$ cat src/rtl/fifo_ctrl_if.sv
// Request/RAM/status bundle between a FIFO user plus its RAM (master side)
// and the fifo_ctrl sequencer (slave side).
interface fifo_ctrl_if #(
    parameter int DATA_W = 4,
    parameter int ADDR_W = 4
);
    logic              flush_i;
    logic              push_i;
    logic [DATA_W-1:0] data_i;
    logic              pop_i;
    logic              ram_we_a;
    logic [ADDR_W-1:0] ram_addr_a;
    logic [DATA_W-1:0] ram_data_a;
    logic              ram_re_b;
    logic [ADDR_W-1:0] ram_addr_b;
    logic [DATA_W-1:0] ram_q_b;
    logic [DATA_W-1:0] data_o;
    logic              valid_o;
    logic [ADDR_W:0]   count;
    logic              full;
    logic              empty;
    logic              almost_full;
    logic              almost_empty;
    logic              overflow_err;
    logic              underflow_err;

    modport master (
        output flush_i, push_i, data_i, pop_i, ram_q_b,
        input  ram_we_a, ram_addr_a, ram_data_a, ram_re_b, ram_addr_b,
               data_o, valid_o, count, full, empty, almost_full, almost_empty,
               overflow_err, underflow_err
    );

    modport slave (
        input  flush_i, push_i, data_i, pop_i, ram_q_b,
        output ram_we_a, ram_addr_a, ram_data_a, ram_re_b, ram_addr_b,
               data_o, valid_o, count, full, empty, almost_full, almost_empty,
               overflow_err, underflow_err
    );
endinterface

$ cat src/rtl/fifo_ctrl.sv
// Pointer/flag sequencer driving an external 16x4 dual-port RAM as a FIFO.
// Define FIFO_ERR_HALT_EN to halt in ERR on overflow/underflow with sticky errors.
module fifo_ctrl #(
    parameter int DATA_W    = 4,
    parameter int ADDR_W    = 4,
    parameter int AF_THRESH = 12,
    parameter int AE_THRESH = 3
) (
    input logic        clk,
    input logic        reset_L,
    fifo_ctrl_if.slave bus
);
    localparam int DEPTH = 2**ADDR_W;
    localparam logic [ADDR_W:0] CNT_FULL = (ADDR_W+1)'(DEPTH);
    localparam logic [ADDR_W:0] CNT_AF   = (ADDR_W+1)'(AF_THRESH);
    localparam logic [ADDR_W:0] CNT_AE   = (ADDR_W+1)'(AE_THRESH);

    typedef enum logic [1:0] {S_INIT, S_RUN, S_ERR} state_t;

    state_t            state, state_nxt;
    logic [ADDR_W-1:0] wr_ptr, rd_ptr;
    logic [ADDR_W:0]   count_q, count_nxt;
    logic              full_q, empty_q, af_q, ae_q;
    logic              valid_q, ovf_q, udf_q;
    logic              run, push_acc, pop_acc, ovf_req, udf_req;

    // Flush outranks everything, so it masks acceptance and errors alike.
    always_comb begin
        run      = (state == S_RUN) && !bus.flush_i;
        pop_acc  = run && bus.pop_i && !empty_q;
        push_acc = run && bus.push_i && (!full_q || pop_acc);
        ovf_req  = run && bus.push_i && full_q && !pop_acc;
        udf_req  = run && bus.pop_i && empty_q;
    end

    always_comb begin
        state_nxt = state;
        case (state)
            S_INIT: state_nxt = S_RUN;
            S_RUN: begin
`ifdef FIFO_ERR_HALT_EN
                if (ovf_req || udf_req) state_nxt = S_ERR;
`endif
            end
            S_ERR:   if (bus.flush_i) state_nxt = S_RUN;
            default: state_nxt = S_INIT;
        endcase
    end

    always_comb begin
        count_nxt = count_q;
        if (bus.flush_i)
            count_nxt = '0;
        else if (push_acc && !pop_acc)
            count_nxt = count_q + 1'b1;
        else if (pop_acc && !push_acc)
            count_nxt = count_q - 1'b1;
    end

    always_ff @(posedge clk or negedge reset_L) begin
        if (!reset_L) state <= S_INIT;
        else          state <= state_nxt;
    end

    always_ff @(posedge clk or negedge reset_L) begin
        if (!reset_L) begin
            wr_ptr  <= '0;
            rd_ptr  <= '0;
            count_q <= '0;
            full_q  <= 1'b0;
            empty_q <= 1'b1;
            af_q    <= 1'b0;
            ae_q    <= 1'b1;
            valid_q <= 1'b0;
            ovf_q   <= 1'b0;
            udf_q   <= 1'b0;
        end else begin
            if (bus.flush_i) begin
                wr_ptr <= '0;
                rd_ptr <= '0;
            end else begin
                if (push_acc) wr_ptr <= wr_ptr + 1'b1;
                if (pop_acc)  rd_ptr <= rd_ptr + 1'b1;
            end
            // Flags track next count so they agree with count on every cycle.
            count_q <= count_nxt;
            full_q  <= (count_nxt == CNT_FULL);
            empty_q <= (count_nxt == '0);
            af_q    <= (count_nxt >= CNT_AF);
            ae_q    <= (count_nxt <= CNT_AE);
            valid_q <= pop_acc;
`ifdef FIFO_ERR_HALT_EN
            ovf_q   <= !bus.flush_i && (ovf_q || ovf_req);
            udf_q   <= !bus.flush_i && (udf_q || udf_req);
`else
            ovf_q   <= ovf_req;
            udf_q   <= udf_req;
`endif
        end
    end

    assign bus.ram_we_a      = push_acc;
    assign bus.ram_addr_a    = wr_ptr;
    assign bus.ram_data_a    = bus.data_i;
    assign bus.ram_re_b      = pop_acc;
    assign bus.ram_addr_b    = rd_ptr;
    assign bus.data_o        = bus.ram_q_b;
    assign bus.valid_o       = valid_q;
    assign bus.count         = count_q;
    assign bus.full          = full_q;
    assign bus.empty         = empty_q;
    assign bus.almost_full   = af_q;
    assign bus.almost_empty  = ae_q;
    assign bus.overflow_err  = ovf_q;
    assign bus.underflow_err = udf_q;
endmodule

$ cat src/flat_wrapper.sv
// flat-port wrapper written by rule: the top's interface ports become plain ports
module fifo_ctrl_flat 
#(
    parameter int DATA_W    = 4,
    parameter int ADDR_W    = 4,
    parameter int AF_THRESH = 12,
    parameter int AE_THRESH = 3
)
  (clk, reset_L, bus_flush_i, bus_push_i, bus_data_i, bus_pop_i, bus_ram_q_b, bus_ram_we_a, bus_ram_addr_a, bus_ram_data_a, bus_ram_re_b, bus_ram_addr_b, bus_data_o, bus_valid_o, bus_count, bus_full, bus_empty, bus_almost_full, bus_almost_empty, bus_overflow_err, bus_underflow_err);
  fifo_ctrl_if #(.DATA_W(DATA_W), .ADDR_W(ADDR_W)) bus_i ();
  input logic clk;
  input logic reset_L;
  input wire logic [$bits(bus_i.flush_i)-1:0] bus_flush_i;
  input wire logic [$bits(bus_i.push_i)-1:0] bus_push_i;
  input wire logic [$bits(bus_i.data_i)-1:0] bus_data_i;
  input wire logic [$bits(bus_i.pop_i)-1:0] bus_pop_i;
  input wire logic [$bits(bus_i.ram_q_b)-1:0] bus_ram_q_b;
  output wire logic [$bits(bus_i.ram_we_a)-1:0] bus_ram_we_a;
  output wire logic [$bits(bus_i.ram_addr_a)-1:0] bus_ram_addr_a;
  output wire logic [$bits(bus_i.ram_data_a)-1:0] bus_ram_data_a;
  output wire logic [$bits(bus_i.ram_re_b)-1:0] bus_ram_re_b;
  output wire logic [$bits(bus_i.ram_addr_b)-1:0] bus_ram_addr_b;
  output wire logic [$bits(bus_i.data_o)-1:0] bus_data_o;
  output wire logic [$bits(bus_i.valid_o)-1:0] bus_valid_o;
  output wire logic [$bits(bus_i.count)-1:0] bus_count;
  output wire logic [$bits(bus_i.full)-1:0] bus_full;
  output wire logic [$bits(bus_i.empty)-1:0] bus_empty;
  output wire logic [$bits(bus_i.almost_full)-1:0] bus_almost_full;
  output wire logic [$bits(bus_i.almost_empty)-1:0] bus_almost_empty;
  output wire logic [$bits(bus_i.overflow_err)-1:0] bus_overflow_err;
  output wire logic [$bits(bus_i.underflow_err)-1:0] bus_underflow_err;
  assign bus_i.flush_i = bus_flush_i;
  assign bus_i.push_i = bus_push_i;
  assign bus_i.data_i = bus_data_i;
  assign bus_i.pop_i = bus_pop_i;
  assign bus_i.ram_q_b = bus_ram_q_b;
  assign bus_ram_we_a = bus_i.ram_we_a;
  assign bus_ram_addr_a = bus_i.ram_addr_a;
  assign bus_ram_data_a = bus_i.ram_data_a;
  assign bus_ram_re_b = bus_i.ram_re_b;
  assign bus_ram_addr_b = bus_i.ram_addr_b;
  assign bus_data_o = bus_i.data_o;
  assign bus_valid_o = bus_i.valid_o;
  assign bus_count = bus_i.count;
  assign bus_full = bus_i.full;
  assign bus_empty = bus_i.empty;
  assign bus_almost_full = bus_i.almost_full;
  assign bus_almost_empty = bus_i.almost_empty;
  assign bus_overflow_err = bus_i.overflow_err;
  assign bus_underflow_err = bus_i.underflow_err;
  fifo_ctrl #(.DATA_W(DATA_W), .ADDR_W(ADDR_W), .AF_THRESH(AF_THRESH), .AE_THRESH(AE_THRESH)) u_core (.clk(clk), .reset_L(reset_L), .bus(bus_i));
endmodule
$ cat config.mk
export PLATFORM = sky130hd
export DESIGN_NAME = fifo_ctrl_flat
export DESIGN_NICKNAME = d
export VERILOG_FILES = /design/src/rtl/fifo_ctrl_if.sv /design/src/rtl/fifo_ctrl.sv /design/src/flat_wrapper.sv
export SDC_FILE = /design/constraint.sdc
export NUM_CORES = 1
export LEC_CHECK = 0
export CAP_MARGIN = 20
export CELL_PAD_IN_SITES_DETAIL_PLACEMENT = 1
export CELL_PAD_IN_SITES_GLOBAL_PLACEMENT = 1
export CORE_MARGIN = 4
export CORE_UTILIZATION = 35
export CTS_CLUSTER_SIZE = 12
export DETAILED_ROUTE_END_ITERATION = 10
export GPL_TIMING_DRIVEN = 0
export PLACE_DENSITY_LB_ADDON = 0.12
export SYNTH_ARGS = -nofsm -noshare
export SYNTH_HDL_FRONTEND = slang
export SYNTH_SLANG_ARGS = --single-unit
$ cat constraint.sdc
create_clock -name clk -period 5.4 [get_ports clk]
set_input_delay 0.81 -clock clk [delete_from_list [all_inputs] [get_ports clk]]
set_output_delay 0.81 -clock clk [all_outputs]
set_load 0.02 [all_outputs]
---- Yosys cells after proc, flatten, opt, wreduce, memory -nomap -nowiden ----
Cells that the tools add are included.
storage, ports and cells
  bits in registers ....................... 22
  output and inout port bits .............. 30
  word-level logic and storage cells ...... 52
operators by class
  add/subtract/negate cells ............... 4
  order comparisons ....................... 2
  eq/ne operators ......................... 4
  mux-type cells .......................... 9
  bitwise gates (word level) .............. 1
  reductions and logical operators ........ 21
operators by type and width
  operator             number
  $mux 4               4
  $mux 5               3
  $logic_and 1x1->1    10
  $add 4x1->4 const B  2
  $pmux 2 s3           1
  $add 5x1->5 const B  1
  $eq 5x5->1 const B   1
  $ge 5x4->1 const B   1
  $le 5x2->1 const B   1
  $logic_not 1->1      5
  $logic_not 5->1      1
  $sub 5x1->5 const B  1
  $reduce_bool 2->1    2
  $eq 2x1->1 const B   1
  $eq 2x2->1 const B   1
  $logic_not 2->1      1
  $mux 2               1
  $ne 2x2->1 const B   1
  $reduce_and 2->1     1
  $logic_or 1x1->1     1
  $not 1->1            1

---- Depth between registers and ports, before layout ----
Gate-level depths: netlist of the first run.
  word-level depth ........................ 12
  mapped depth ............................ 6
  depth with buffers taken out ............ 6

---- Worst setup path before layout of the first run ----
OpenSTA, ideal clock, no wires.
  path kind ............................... input to output
  from .................................... input bus_flush_i
  to ...................................... output bus_ram_we_a
  arrival time ............................ 1,623 ps
  required time ........................... 4,590 ps
  slack ................................... 2,967 ps
  stages on the path ...................... 2
  path through ............................ nand4bb_4 > a21oi_1
on the way
  cells in the longest elaborated chain, start to end .. 6
ends and longest elaborated chain
  item                             line                text
  start: declaration               flat_wrapper.sv:13  input wire logic [$bits(bus_i.flush_i)-1:0] bus_flush_i;
  $logic_not 1->1 *                fifo_ctrl.sv:29     run = (state == S_RUN) && !bus.flush_i;
  $logic_and 1x1->1 *              fifo_ctrl.sv:29
  $logic_and 1x1->1 (2 in series)  fifo_ctrl.sv:30     pop_acc = run && bus.pop_i && !empty_q;
  $logic_or 1x1->1                 fifo_ctrl.sv:31     push_acc = run && bus.push_i && (!full_q || pop_acc);
  $logic_and 1x1->1 *              fifo_ctrl.sv:31
  end: declaration                 flat_wrapper.sv:18  output wire logic [$bits(bus_i.ram_we_a)-1:0] bus_ram_we_a;
Mark *: on every way between the ends. The rest lies on a longest branch, timed or not.

---- Worst setup path after layout of the first run ----
Same ends and word-level chain as after synthesis.

==> reports/summary.md, run 1 <==
### Run status
- outcome: completed

### Die
- Placeable Area: 3100 sq um
- Top-Level Pins: 43
- Initial Utilization: 37.0%
- vertical extent of the die: 65.3 um
- overall die width: 65.3 um
- full die area: 4260 sq um
- number of cell rows: 20

### Worst setup path
- Buffers & Inverters on Critical Path: 2
- endpoint type of the worst setup path: primary output
- CP startpoint kind: primary input
- critical-path cell list: clkdlybuf4s50_1 -> nand3b_1 -> a21oi_1 -> clkdlybuf4s50_1
- Setup Crit Path Kind: in2out
- family with the most delay on the worst path: buffers and inverters
- worst stage delay on the critical path: 0.70 ns
- worst path required time: 4.59 ns
- critical path arrival: 2.75 ns
- most frequent cell on the critical path: clkdlybuf4s50_1
- maximum fanout count along the critical path: 5
- slowest library cell on the worst path: clkdlybuf4s50_1

### GRT
- overall global routing resource usage: 13.9%
- antenna violations before repair: 0
- largest net degree at the start of global routing: 22
- first-pass GRT wire length: 4.61 mm
- global route overflow: 0
- vias in the first global route: 967

### Timing
- crit share post-route: 66.0%
- Setup violations, final: 0
- relative slew slack: 38.2%
- achievable clock frequency: 281 MHz
- Worst Max-Slew Pin Slew: 0.925 ns
- final hold violation count: 0
- worst clock skew on the final layout: 0.00253 ns
- setup repair after global routing missed its margin: no
- final worst setup slack: 1.84 ns
- Total Negative Setup Slacks: 0 ns
- final worst path period need: 3.56 ns
- number of max-slew violations in the final report: 0

### Pwr
- peak ir drop on the vdd network: 0.101 mV
- total leakage power: 0.652 nW
- total power per unit cell area: 191 nW/um^2

### Logic synthesis
- asr flop ratio synth: 100%
- number of synthesized register bits: 21
- Synthesis Warnings: 0
- post-synthesis instance area: 1150 sq um
- Mapped Avg Cell Area: 10.5 sq um
- number of flops mapped to enable cells by yosys: 0
- syn_nets: 126
- count of different cell masters after synthesis: 38
- most used flip-flop cell after synthesis: dfrtp_1
- instance count of the mapped netlist: 109
- part of the Yosys area used for sequential elements: 46.0%

### Placed design
- number of cells in the design after placement: 187
- estimated wirelength of the detail-placed design: 2.09 mm
- global placer's final weighted congestion: 0.796
- worst slack, placed: 1.80 ns
- number of input and output port buffers inserted: 34

### Detailed routing
- drc violations: 0
- number of vias per cell: 4.79
- number of antenna-violating nets in the routed design: 0
- detailed-router iteration count before antenna repair: 4
- DRT iter0 DRCs: 40
- vias after detailed routing: 914
- DR WL/cell: 14.2 um
- total length of routed wires: 2.72 mm

### Clocking
- Root Driver: clkbuf_4
- level count of the clock H-tree: 1
- number of buffers added for setup after CTS: 0
- Worst-path clk slew: 0.12 ns
- clock latency of the later-clocked register in the worst-skew pair: 0.30 ns
- clock tree from TritonCTS: built
- # hold bufs at CTS: 0
- Bufs on Longest Clock Path: 2
- Clock Sink Count: 21
- number of resized instances in the post-cts repair step: 0
- number of buffers created by CTS: 3

### Flow run
- Max-cap violations: 0

### Min path
- class of the tightest hold or removal check: reg2reg

### Finish
- share of the core filled with cells in the final layout: 50.6%
- n_diodes: 0
- Layout Area Growth over Synthesis: 36.9%
- fraction of layout cells with a size suffix above 1: 19.7%
- total number of nets in the final design: 165
- final instance count without filler cells: 191
- leading cell type in the layout, fill and taps excluded: clkdlybuf4s50_1
- most frequent cells in the layout: clkdlybuf4s50_1, dfrtp_1, nor2_1

==> routing by layer <==
layer | GRT usage (%) | vias to the layer above | wire (um) | part of all wire, %
li1 | - | 445 | - | -
met1 | 17.9 | 436 | 1310 | 48
met5 | 0 | - | 0 | 0
met3 | 3.25 | 4 | 146 | 5.4
met4 | 3.89 | 0 | 25 | 0.92
met2 | 23.3 | 29 | 1240 | 46
==> state kept, by name, indices dropped and copies added, names as in the netlist <==
| signal | count |
|---|---|
| u_core.bus.empty | 1 |
| u_core.bus.full | 1 |
| u_core.bus.count | 5 |
| u_core.bus.overflow_err | 1 |
| u_core.bus.almost_empty | 1 |
| u_core.bus.underflow_err | 1 |
| u_core.bus.almost_full | 1 |
| u_core.bus.ram_addr_a | 4 |
| u_core.bus.ram_addr_b | 4 |
| u_core.bus.valid_o | 1 |
| u_core.state | 1 |
==> power by group <==
part / switching, mW / leakage [nW] / internal [mW]
clock network: 0.0493 / 0.0177 / 0.0276
registers: 0.00450 / 0.283 / 0.162
logic: 0.0281 / 0.351 / 0.0282
total: 0.0819 / 0.652 / 0.217
==> synth_stat cells (2+ instances only) <==
cell type,count,area (sq um)
dfrtp_1,19,475
nor2_1,15,56.3
buf_4,8,60.1
nand2_1,6,22.5
a21oi_1,5,25.0
xor2_1,5,43.8
ha_1,4,50.1
inv_1,4,15.0
nand3_1,4,20.0
nand4_1,4,25.0
xnor2_1,3,26.3
a31o_2,2,17.5
dfstp_2,2,52.6
mux2i_1,2,20.0
nor3_1,2,10.0
nor4_1,2,12.5
==> tightest hold or removal path, cell delays in order, from the launching register on <==
cell,delay [ns]
dfrtp_1,0.38
xor2_1,0.07
nor2_1,0.07
==> final cells by class <==
type                    count  area, sq um
fillers                   380         1530
flip-flops and latches     21          528
multi-input cells          73          520
repair buffers             34          340
plain buffers              10         75.1
well taps                  44         55.1
inverters                   5         23.8
clock buffers               3         22.5
clock inverters             1         5.00
==> cell families (layout without fill, tap and decap cells) <==
kind of cell | Yosys count | after routing | synth area share [%]
flops | 21 | 21 | 46.0
compound gates | 13 | 13 | 8.62
mux | 2 | 2 | 1.74
fa+ha+maj | 4 | 4 | 4.36
other cells | 1 | 1 | 0.327
xor+xnor | 8 | 8 | 6.11
buf+inv | 15 | 53 | 8.61
simple gates | 45 | 45 | 24.2
==> worst paths after layout <==
check	startpoint	to	slack, ns	cells past startpoint
setup / recovery	bus_flush_i	bus_ram_we_a	1.84	4
hold / removal	u_core.bus.ram_addr_b[3]	u_core.bus.ram_addr_b[3]	0.55	2
setup reg to reg	u_core.bus.empty	u_core.bus.almost_full	3.44	5
hold reg to reg	u_core.bus.ram_addr_b[3]	u_core.bus.ram_addr_b[3]	0.55	2
max in group asynchronous	reset_L	u_core.bus.valid_o	3.83	1
min in group asynchronous	reset_L	u_core.bus.overflow_err	1.01	1
==> through the flow <==
step / instance area [sq um] / hold slack, ns / power, mW
after global routing: 1570 / 0.606 / 0.316
after CTS: 1570 / 0.556 / 0.303
after detailed placement: 1540 / 0.523 / 0.226
after floorplan: 1150 / 0.514 / 0.201
final: 1570 / 0.547 / 0.299
after global placement: 1540 / 0.521 / 0.226
(Power assumes the default switching activity.)
==> run 2: changes to the inputs <==
--- a/config.mk
+++ b/config.mk
@@ -9,7 +9,7 @@
 export CELL_PAD_IN_SITES_DETAIL_PLACEMENT = 1
 export CELL_PAD_IN_SITES_GLOBAL_PLACEMENT = 1
 export CORE_MARGIN = 4
-export CORE_UTILIZATION = 35
+export CORE_UTILIZATION = 29
 export CTS_CLUSTER_SIZE = 12
 export DETAILED_ROUTE_END_ITERATION = 10
 export GPL_TIMING_DRIVEN = 0
==> constraint.sdc (replaced) <==
create_clock -name clk -period 3.17 [get_ports clk]
set_input_delay 0.4755 -clock clk [delete_from_list [all_inputs] [get_ports clk]]
set_output_delay 0.4755 -clock clk [all_outputs]
set_load 0.02 [all_outputs]
==> run 2 against run 1 <==
Register-to-register slack worse by 2.2 ns. Wire length up 9.6%. Critical path depth unchanged. Non-clock buffer count up 1. First-iteration DRC count down 20%. Flip-flop and latch count unchanged. Count of clock-buffer cells in the layout unchanged. Combinational power up 75%. Via count up 4.5%.
==> reports/summary.md, run 2 (synthesis results as in run 1) <==
### Timing
- setup repair after global routing missed its margin: no
- Setup violations, final: 0, unchanged
- worst clock skew on the final layout: 0.00183 ns, -0.000705 ns
- final worst path period need: 2.97 ns
- relative slew slack: 65.0%, +27 points
- crit share post-route: 93.6%
- Total Negative Setup Slacks: 0 ns, unchanged
- final hold violation count: 0, unchanged
- Worst Max-Slew Pin Slew: 0.525 ns, -0.400 ns
- achievable clock frequency: 337 MHz
- final worst setup slack: 0.201 ns, -1.64 ns
- number of max-slew violations in the final report: 0, unchanged

### Die
- full die area: 5030 sq um, +18%
- number of cell rows: 22, +10%
- Initial Utilization: 30.6%, -6.3 points
- vertical extent of the die: 70.9 um, +8.7%
- Top-Level Pins: 43, unchanged
- overall die width: 70.9 um, +8.7%
- Placeable Area: 3740 sq um, +21%

### Placed design
- number of input and output port buffers inserted: 34, unchanged
- number of cells in the design after placement: 191, +2.1%
- worst slack, placed: 0.170 ns, -1.63 ns
- global placer's final weighted congestion: 0.760, -4.5%
- estimated wirelength of the detail-placed design: 2.29 mm, +9.6%

### Worst setup path
- CP startpoint kind: primary input
- critical path arrival: 2.49 ns, -0.26 ns
- Setup Crit Path Kind: in2out
- slowest library cell on the worst path: clkdlybuf4s50_1
- endpoint type of the worst setup path: primary output
- maximum fanout count along the critical path: 5, unchanged
- worst path required time: 2.69 ns, -1.90 ns
- worst stage delay on the critical path: 0.71 ns, about the same
- critical-path cell list: clkdlybuf4s50_1 -> nand3b_1 -> a21oi_1 -> clkdlybuf4s50_1
- most frequent cell on the critical path: clkdlybuf4s50_1

### Pwr
- total power draw: 0.565 mW, +89%
- switching share of power: 26.9%, -0.43 points
- fraction of power consumed by combinational cells: 17.5%, -1.3 points
- total leakage power: 0.667 nW, +2.3%
- total power per unit cell area: 351 nW/um^2, +84%
- sequential share of power: 50.1%, -5.4 points
- portion of total power attributed to the clock network: 32.4%, +6.7 points
- net switching power: 0.152 mW, +86%
- cell internal pwr: 0.413 mW, +90%
- peak ir drop on the vdd network: 0.127 mV, +26%

### GRT
- global route overflow: 0, unchanged
- first-pass GRT wire length: 5.04 mm, +9.3%
- busiest grt layer: met2
- met1 demand-to-capacity share in global routing: 15.5%, -2.4 points
- antenna violations before repair: 0, unchanged
- largest net degree at the start of global routing: 22, unchanged
- routing usage on met2: 21.1%, -2.1 points
- vias in the first global route: 991, +2.5%
- global routing met3 resource utilization: 3.55%, +0.30 points
- overall global routing resource usage: 12.8%, -1.1 points

### Clocking
- Clock Sink Count: 21, unchanged
- number of resized instances in the post-cts repair step: 0, unchanged
- number of buffers created by CTS: 3, unchanged
- Worst-path clk slew: 0.08 ns, -0.04 ns
- Root Driver: clkbuf_8
- level count of the clock H-tree: 1, unchanged
- number of buffers added for setup after CTS: 0, unchanged
- clock latency of the later-clocked register in the worst-skew pair: 0.27 ns, -0.03 ns
- clock tree from TritonCTS: built
- Bufs on Longest Clock Path: 2, unchanged
- # hold bufs at CTS: 0, unchanged

### Detailed routing
- vias after detailed routing: 955, +4.5%
- DRT iter0 DRCs: 32, -20%
- total length of routed wires: 2.98 mm, +9.6%
- number of antenna-violating nets in the routed design: 0, unchanged
- detailed-router iteration count before antenna repair: 4, unchanged
- DR WL/cell: 15.2 um, +6.8%
- drc violations: 0, unchanged
- number of vias per cell: 4.87, +1.8%

### Finish
- n_diodes: 0, unchanged
- fill cell instance count of the final layout: 426, +12%
- max reg flops: 5, unchanged
- share of the core filled with cells in the final layout: 43.0%, -7.6 points
- most frequent cells in the layout: clkdlybuf4s50_1, dfrtp_1, nor2_1
- total number of nets in the final design: 166, +0.61%
- fraction of layout cells with a size suffix above 1: 20.3%, +0.54 points
- final instance count without filler cells: 196, +2.6%
- Layout Area Growth over Synthesis: 40.2%
- leading cell type in the layout, fill and taps excluded: clkdlybuf4s50_1

### Flow run
- Max-cap violations: 0, unchanged

### Min path
- class of the tightest hold or removal check: in2async

### Run status
- outcome: completed

==> run 2: changes by cell type in the layout (fill, tap and decap cells not counted) <==
cell,previous run,this run
buf_8,0,1
clkbuf_8,0,3
clkbuf_4,3,0
==> run 2: layer usage <==
| metal | vias up | share of wire, % |
|---|---|---|
| li1 | 447 | - |
| met1 | 475 | 43 |
| met2 | 28 | 49 |
| met3 | 5 | 6.3 |
| met4 | 0 | 2.0 |
| met5 | - | 0 |
==> run 2: path summary, 6_finish.rpt <==
kind	start	endpoint	slack, ns	depth (start not counted)
worst max-delay path	bus_flush_i	bus_ram_we_a	0.20	4
worst min-delay path	reset_L	u_core.bus.valid_o	0.48	1
worst max register to register	u_core.bus.empty	u_core.bus.almost_full	1.23	5
worst min register to register	u_core.bus.ram_addr_b[3]	u_core.bus.ram_addr_b[3]	0.56	2
max in group asynchronous	reset_L	u_core.bus.almost_empty	2.18	2
min in group clk	u_core.bus.ram_addr_b[3]	u_core.bus.ram_addr_b[3]	0.56	2
==> run 2: metrics by stage <==
stage | hold slack (ns) | instance area [sq um]
finish | 0.479 | 1610
global route | 0.495 | 1610
CTS | 0.561 | 1590
detailed placement | 0.536 | 1550
global placement | 0.526 | 1550
floorplan | 0.180 | 1150
==> run 2: worst max-delay path, delay by kind of cell <==
kind,cells,cell delay [ns]
compound gates,1,0.49
buf+inv,2,1.21
simple gates,1,0.32
==> run 2: layout make-up <==
cell class                      instances  area [sq um]  share of cell area (%)
Sequential cell                        21           528                    32.8
Multi-Input combinational cell         73           520                    32.3
Timing Repair Buffer                   35           355                    22.1
Buffer                                 10          75.1                    4.67
Tap cell                               48          60.1                    3.73
Clock buffer                            3          41.3                    2.57
Inverter                                5          23.8                    1.48
Clock inverter                          1          5.00                   0.311
==> run 2: power groups by stage <==
stage | combinational (mW) | clock [mW] | sequential (mW)
2_1_floorplan | 0.0477 | 0 | 0.294
3_3_place_gp | 0.0967 | 0 | 0.288
3_5_place_dp | 0.0981 | 0 | 0.288
4_1_cts | 0.0986 | 0.189 | 0.283
5_1_grt | 0.108 | 0.201 | 0.285
6_report | 0.0987 | 0.183 | 0.283
==> run 3: changes to the inputs <==
--- a/config.mk
+++ b/config.mk
@@ -14,6 +14,7 @@
 export DETAILED_ROUTE_END_ITERATION = 10
 export GPL_TIMING_DRIVEN = 0
 export PLACE_DENSITY_LB_ADDON = 0.12
+export SKIP_LAST_GASP = 1
 export SYNTH_ARGS = -nofsm -noshare
 export SYNTH_HDL_FRONTEND = slang
 export SYNTH_SLANG_ARGS = --single-unit
==> results of run 3 <==
The final DEF is identical to that of run 2; final timing and power are the same.
